$ cat config.mk
export PLATFORM = sky130hd
export DESIGN_NAME = mem_wb_forward
export DESIGN_NICKNAME = d
export VERILOG_FILES = /design/src/rtl/mem_wb_forward.sv
export SDC_FILE = /design/constraint.sdc
export NUM_CORES = 1
export LEC_CHECK = 0
export ABC_CLOCK_PERIOD_IN_PS = 3070
export CORE_UTILIZATION = 48
export DETAILED_ROUTE_END_ITERATION = 6
export PLACE_DENSITY = 0.87
export SLEW_MARGIN = 30
export SYNTH_ARGS = -nofsm -noshare
export SYNTH_HDL_FRONTEND = slang
export SYNTH_SLANG_ARGS = --single-unit
$ cat constraint.sdc
create_clock -name clk -period 3.07 [get_ports clk]
set_input_delay 0.4605 -clock clk [delete_from_list [all_inputs] [get_ports clk]]
set_output_delay 0.4605 -clock clk [all_outputs]
set_load 0.01 [all_outputs]
$ cat src/rtl/mem_wb_forward.sv
// MEM/WB pipeline registers with EX-stage operand forwarding, load-use
// detection and a retired-instruction counter.
module mem_wb_forward #(
  parameter int DATA_W = 32
) (
  input  logic              clk,
  input  logic              rst_n,
  input  logic              stall,
  input  logic              flush,
  input  logic              ex_valid,
  input  logic              ex_regWrite,
  input  logic              ex_memToReg,
  input  logic [DATA_W-1:0] ex_aluResult,
  input  logic [4:0]        ex_writeReg,
  input  logic [DATA_W-1:0] mem_rdata,
  input  logic [4:0]        ex_rs,
  input  logic [4:0]        ex_rt,
  input  logic [DATA_W-1:0] readRs,
  input  logic [DATA_W-1:0] readRt,
  output logic [DATA_W-1:0] opA,
  output logic [DATA_W-1:0] opB,
  output logic [1:0]        fwdA,
  output logic [1:0]        fwdB,
  output logic              load_use_stall,
  output logic              wb_regWrite,
  output logic [4:0]        wb_writeReg,
  output logic [DATA_W-1:0] wb_writeData,
  output logic [31:0]       retired
);

  localparam logic [1:0] FWD_RF = 2'b00;
  localparam logic [1:0] FWD_W  = 2'b01;
  localparam logic [1:0] FWD_M  = 2'b10;

  logic              vld_p1, regwrite_p1, memtoreg_p1;
  logic [DATA_W-1:0] aluresult_p1;
  logic [4:0]        writereg_p1;

  logic              vld_p2, regwrite_p2, memtoreg_p2;
  logic [DATA_W-1:0] aluresult_p2, memdata_p2;
  logic [4:0]        writereg_p2;

  logic [31:0]       retired_q;

  logic m_fwd_rs, m_fwd_rt, w_fwd_rs, w_fwd_rt, m_alu_wr, m_load_wr;

  // EX -> M boundary; a held or squashed EX slot becomes a bubble
  always_ff @(posedge clk or negedge rst_n) begin
    if (!rst_n) begin
      vld_p1       <= 1'b0;
      regwrite_p1  <= 1'b0;
      memtoreg_p1  <= 1'b0;
      aluresult_p1 <= '0;
      writereg_p1  <= '0;
    end else if (stall || flush) begin
      vld_p1       <= 1'b0;
      regwrite_p1  <= 1'b0;
      memtoreg_p1  <= 1'b0;
      aluresult_p1 <= '0;
      writereg_p1  <= '0;
    end else begin
      vld_p1       <= ex_valid;
      regwrite_p1  <= ex_regWrite;
      memtoreg_p1  <= ex_memToReg;
      aluresult_p1 <= ex_aluResult;
      writereg_p1  <= ex_writeReg;
    end
  end

  // M -> W boundary plus retirement count
  always_ff @(posedge clk or negedge rst_n) begin
    if (!rst_n) begin
      vld_p2       <= 1'b0;
      regwrite_p2  <= 1'b0;
      memtoreg_p2  <= 1'b0;
      aluresult_p2 <= '0;
      memdata_p2   <= '0;
      writereg_p2  <= '0;
      retired_q    <= '0;
    end else begin
      vld_p2       <= vld_p1;
      regwrite_p2  <= regwrite_p1;
      memtoreg_p2  <= memtoreg_p1;
      aluresult_p2 <= aluresult_p1;
      memdata_p2   <= memtoreg_p1 ? mem_rdata : '0;
      writereg_p2  <= writereg_p1;
      if (vld_p2)
        retired_q <= retired_q + 32'd1;
    end
  end

  assign retired      = retired_q;
  assign wb_writeReg  = writereg_p2;
  assign wb_writeData = memtoreg_p2 ? memdata_p2 : aluresult_p2;
  assign wb_regWrite  = vld_p2 & regwrite_p2 & (writereg_p2 != 5'd0);

  // A load's data is not available in M, so only ALU results forward from there
  assign m_alu_wr  = vld_p1 & regwrite_p1 & ~memtoreg_p1 & (writereg_p1 != 5'd0);
  assign m_load_wr = vld_p1 & regwrite_p1 &  memtoreg_p1 & (writereg_p1 != 5'd0);

  assign m_fwd_rs = m_alu_wr & (writereg_p1 == ex_rs);
  assign m_fwd_rt = m_alu_wr & (writereg_p1 == ex_rt);
  assign w_fwd_rs = wb_regWrite & (writereg_p2 == ex_rs);
  assign w_fwd_rt = wb_regWrite & (writereg_p2 == ex_rt);

  assign load_use_stall = m_load_wr & ((writereg_p1 == ex_rs) | (writereg_p1 == ex_rt));

  always_comb begin
    fwdA = FWD_RF;
    fwdB = FWD_RF;
    opA  = readRs;
    opB  = readRt;
    if (m_fwd_rs) begin
      fwdA = FWD_M;
      opA  = aluresult_p1;
    end else if (w_fwd_rs) begin
      fwdA = FWD_W;
      opA  = wb_writeData;
    end
    if (m_fwd_rt) begin
      fwdB = FWD_M;
      opB  = aluresult_p1;
    end else if (w_fwd_rt) begin
      fwdB = FWD_W;
      opB  = wb_writeData;
    end
  end

endmodule

After elaboration in Yosys (flattened, before gate mapping)
Index checks and enable logic that the tools add are counted.
{"block": "classes", "n_addsub": 1, "n_eq_ne": 4, "mux": 15, "n_bitwise": 14, "reduce_logical": 3}
{"operator": "$mux W32", "count": 7}
{"operator": "$add A32 B1 Y32 const B", "count": 1}
{"operator": "$eq A5 B5 Y1", "count": 4}
{"operator": "$and A1 B1 Y1", "count": 12}
{"operator": "$reduce_bool A5 Y1", "count": 2}
{"operator": "$mux W1", "count": 5}
{"operator": "$mux W5", "count": 1}
{"operator": "$mux W2", "count": 2}
{"operator": "$logic_or A1 B1 Y1", "count": 1}
{"operator": "$not A1 Y1", "count": 1}
{"operator": "$or A1 B1 Y1", "count": 1}
{"block": "totals", "register_bits": 144, "inputBits": 150, "out_inout_bits": 139}

Longest topological paths before layout
{"block": "depth", "ltp_word": 5, "ltp_mapped": 7, "depth_no_buf": 5}

Least setup slack after synthesis
OpenSTA, ideal clock, no wires.
{"block": "synth_timing", "path_type": "register to output", "start": "register writereg_p2[1], in the netlist wb_writeReg[1]", "end": "output port opA[22]", "t_arrival_ns": 1.911, "slack_ns": 0.698, "stages_incl_launch_ff": 7, "path_buffers": 2, "cell_sequence": "dfrtp_1 -> or4_1 -> o211ai_2 -> buf_4 -> buf_4 -> nor4_1 -> o31ai_1"}
{"block": "synth_between", "elab_chain_len": 5}
{"element": "start, declared", "line": "41", "rtl": "logic [4:0] writereg_p2;"}
{"element": "start signal, assigned", "line": "86", "rtl": "writereg_p2 <= writereg_p1;"}
{"element": "$reduce_bool A5 Y1", "line": "95", "rtl": "assign wb_regWrite = vld_p2 & regwrite_p2 & (writereg_p2 != 5'd0);"}
{"element": "$and A1 B1 Y1", "line": "95"}
{"element": "$and A1 B1 Y1 (*)", "line": "103", "rtl": "assign w_fwd_rs = wb_regWrite & (writereg_p2 == ex_rs);"}
{"element": "$mux W32 (*)", "line": "116", "rtl": "end else if (w_fwd_rs) begin"}
{"element": "$mux W32 (*)", "line": "113", "rtl": "if (m_fwd_rs) begin"}
{"element": "end, declared", "line": "20", "rtl": "output logic [DATA_W-1:0] opA,"}
Mark *: on every way between the ends. The rest lies on a longest branch, timed or not.

Final worst setup path
{"block": "layout_timing", "start": "register writereg_p2[1], in the netlist wb_writeReg[1]", "end": "output port opB[6]"}
{"block": "layout_between", "elab_chain_len": 5}
{"element": "$reduce_bool A5 Y1", "line": "95"}
{"element": "$and A1 B1 Y1", "line": "95"}
{"element": "$and A1 B1 Y1 (*)", "line": "104", "rtl": "assign w_fwd_rt = wb_regWrite & (writereg_p2 == ex_rt);"}
{"element": "$mux W32 (*)", "line": "123", "rtl": "end else if (w_fwd_rt) begin"}
{"element": "$mux W32 (*)", "line": "120", "rtl": "if (m_fwd_rt) begin"}
{"element": "end, declared", "line": "21", "rtl": "output logic [DATA_W-1:0] opB,"}
Marks and branches as above.

==> flow_metrics.env <==
export IMPL_drt_total_wl_mm=28.8
export IMPL_yosysTopAreaCell="dfrtp_1"
export IMPL_grt_total_usage_pct=36.4
export IMPL_fmax_mhz=330
export IMPL_wl_per_cell_um=23.4
export IMPL_timing_final_crit_period_ns=3.03
export IMPL_grt_first_pass_wirelength_mm=44.4
export IMPL_core_area_mm2=0.0151
export IMPL_synth_area_mm2=0.00745
export IMPL_initial_utilization_pct=49.2
export IMPL_drv_cap=0
export IMPL_rsz0062_at_grt="yes"
export IMPL_nets=1186
export IMPL_tritoncts="done"
export IMPL_worst_slew_pin_slew_ns=0.867
export IMPL_grt_antenna_before_repair=0
export IMPL_ys_warn_count=0
export IMPL_finalClockSkew_ns=0.00605
export IMPL_layout_drive_gt1_share_pct=21.2
export IMPL_dominantRegCellSynth="dfrtp_1"
export IMPL_outcome="finished clean"
export IMPL_startpoint="wb_writeReg[1]"
export IMPL_cts_root_buf="clkbuf_16"
export IMPL_dr_pass1_iters=6
export IMPL_yosys_area_top_type_share_pct=48.4
export IMPL_grt_max_degree=81
export IMPL_place_area_mm2=0.0110
export IMPL_rows=45
export IMPL_p_leak_uw=0.00481
export IMPL_relSlewSlack_pct=41.7
export IMPL_ys_types=31
export IMPL_synth_edff_count=0
export IMPL_die_area_mm2=0.0160
export IMPL_peakVddDrop_mv=0.450
export IMPL_path_class="reg -> out"
export IMPL_port_buffers=288
export IMPL_syn_inst=726
export IMPL_synth_common_cells="dfrtp_1 (144), and2_1 (76), nand4_1 (72), nor4_1 (68)"
export IMPL_drtIter0Drc=1075
export IMPL_ys_ff_latch=144
export IMPL_hold_path_class="in -> async"
export IMPL_synth_area_top_cells="dfrtp_1 (48%), o31ai_1 (6.5%), and2_1 (6.4%)"
export IMPL_timing_critical_path_mode_cell="buf_4"
export IMPL_powerDensity_mw_per_mm2=414
export IMPL_slew_violations=0
export IMPL_cp_data_arrival_time_ns=2.57
export IMPL_path_max_fanout=9
export IMPL_crit_chain="or4_4 -> o211ai_4 -> buf_12 -> buf_4 -> buf_4 -> nor4_1 -> o31ai_1 -> buf_2"
export IMPL_crit_path_top_delay_cell="or4_4"
export IMPL_die_width_um=127
export IMPL_cts_sinks=144
export IMPL_cts_buffer_depth=2
export IMPL_async_flop_share_pct=100
export IMPL_fin_area_mm2=0.0116
export IMPL_die_h_um=127
export IMPL_io_pin_count=289
export IMPL_synth_most_common_cell="dfrtp_1"
export IMPL_viasPerCell=6.56
export IMPL_fin_util_pct=76.4
export IMPL_insertion_delay_ns=0.42
export IMPL_r2r_start="retired[0]"
export IMPL_syn_nets=877
export IMPL_gp_congestion=0.947
export IMPL_hpwlAfterDp_mm=19.5
export IMPL_cp_start_kind="register"
export IMPL_htreeDepth=4
export IMPL_finalHoldViolations=0
export IMPL_synth_seq_area_share_pct=48.4
export IMPL_postRouteAntennaNets=0
export IMPL_overflow=0
export IMPL_drc=0
export IMPL_crit_required_ns=2.61
export IMPL_grt_pass1_vias=8009
export IMPL_vias=8088
export IMPL_synthToLayoutAreaGrowth_pct=55.4
export IMPL_cpPeakStageDelay_ns=0.56
export IMPL_setup_viol=0
export IMPL_antenna_cells=0
export IMPL_cts_clk_slew_worst_paths_ns=0.06
export IMPL_end_kind="primary output"
export IMPL_fillers=971
export IMPL_post_place_ws_ns=-0.198
export IMPL_cts_inserted_buffers=17
export IMPL_syn_area_per_cell_um2=10.3
export IMPL_setup_ws_ns=0.0379
export IMPL_fin_crit_sh_pct=98.8
==> worst paths after layout <==
| check | to | slack (ns) | cells after the start |
|---|---|---|---|
| worst min register to register | aluresult_p2[13] | 0.40 | 0 |
| worst min-delay path | aluresult_p2[10] | 0.09 | 1 |
| min in group clk | aluresult_p2[13] | 0.40 | 0 |
| worst max register to register | retired[18] | 0.93 | 5 |
| max in group asynchronous | aluresult_p2[20] | 2.19 | 2 |
| worst max-delay path | opB[6] | 0.04 | 8 |
==> cell families (layout without fill, tap and decap cells) <==
kind of cell	count (synthesis)	count (layout)	share of synthesized area (%)
flops	144	144	48.4
simple gates	278	278	23.3
buf+inv	88	406	5.02
compound gates	131	131	12.2
xor+xnor	51	51	6.00
fa+ha+maj	1	1	0.168
mux	33	33	4.99
==> report_power, final <==
group          switching, µW  internal, µW  leakage (µW)  total [µW]
clock                    755          1000      0.000241        1760
combinational            481           496       0.00262         977
sequential              74.6          1980       0.00195        2050
==> sequential cells by signal (all words and copies together), names as in the netlist <==
signal / flops
memtoreg_p2: 1
writereg_p1: 5
regwrite_p2: 1
wb_writeReg: 5
aluresult_p1: 32
aluresult_p2: 32
memtoreg_p1: 1
vld_p2: 1
vld_p1: 1
memdata_p2: 32
retired: 32
regwrite_p1: 1
==> routing by layer <==
layer / up-vias / GRT usage [%] / wire, µm / share of wire [%]
met2: 688 / 59.1 / 13700 / 48
met1: 3887 / 46.4 / 10800 / 37
met4: 0 / 17.4 / 1220 / 4.3
met5: - / 0 / 0 / 0
li1: 3380 / - / - / -
met3: 133 / 7.93 / 3090 / 11
==> final cells by class <==
| type | instances | area [µm²] | area share, % |
|---|---|---|---|
| repair buffers | 374 | 3580 | 31.0 |
| clock buffers | 20 | 437 | 3.77 |
| well taps | 188 | 235 | 2.03 |
| multi-input cells | 494 | 3650 | 31.5 |
| clock inverters | 8 | 46.3 | 0.400 |
| flip-flops and latches | 144 | 3600 | 31.1 |
| inverters | 4 | 20.0 | 0.173 |
==> cells in the final DEF, fill, tap and decap left out, types with 4 or more instances in the layout <==
cell	count
clkbuf_2	8
clkdlybuf4s50_1	221
clkdlybuf4s15_1	12
xnor2_1	30
buf_12	15
dfrtp_1	143
dlygate4sd2_1	15
a31oi_1	51
nor3_2	5
a31oi_2	12
and4_1	4
and2_1	76
nor2_1	4
o31ai_1	64
nand3_1	9
buf_6	6
nor4_2	6
buf_4	66
clkbuf_16	17
buf_2	26
and3_1	6
xor2_1	21
clkinv_2	6
mux2_2	33
nand4_1	72
nor4_1	66
nand2_1	15
==> per-stage QoR <==
step / total power [µW] / cells / setup TNS (ns) / hold slack [ns]
finish: 4790 / 1232 / 0 / 0.0899
floorplan: 2410 / 726 / 0 / 0.165
global route: 4940 / 1232 / -0.228 / 0.144
CTS: 4780 / 1232 / -0.231 / 0.107
detailed placement: 3060 / 1192 / -4.80 / 0.388
global placement: 3030 / 1192 / -2.37 / 0.379
==> timing repair <==
action                                  CTS  global route
resized for setup                       176            49
hold endpoints to repair                  0             0
gates cloned                              3             0
hold buffers                              0             0
endpoints found under the setup margin   67            47
buffers inserted                         11             1
pin swaps                                12            10
==> worst max-delay path, delay by kind of cell, from the launching register on <==
| kind | cells | cell delay (ns) |
|---|---|---|
| DFF | 1 | 0.38 |
| and+or+nand+nor | 2 | 0.61 |
| buffers and inverters | 4 | 0.61 |
| AOI/OAI and AO/OA | 2 | 0.56 |
No activity file was read; power rests on OpenSTA's default activity.
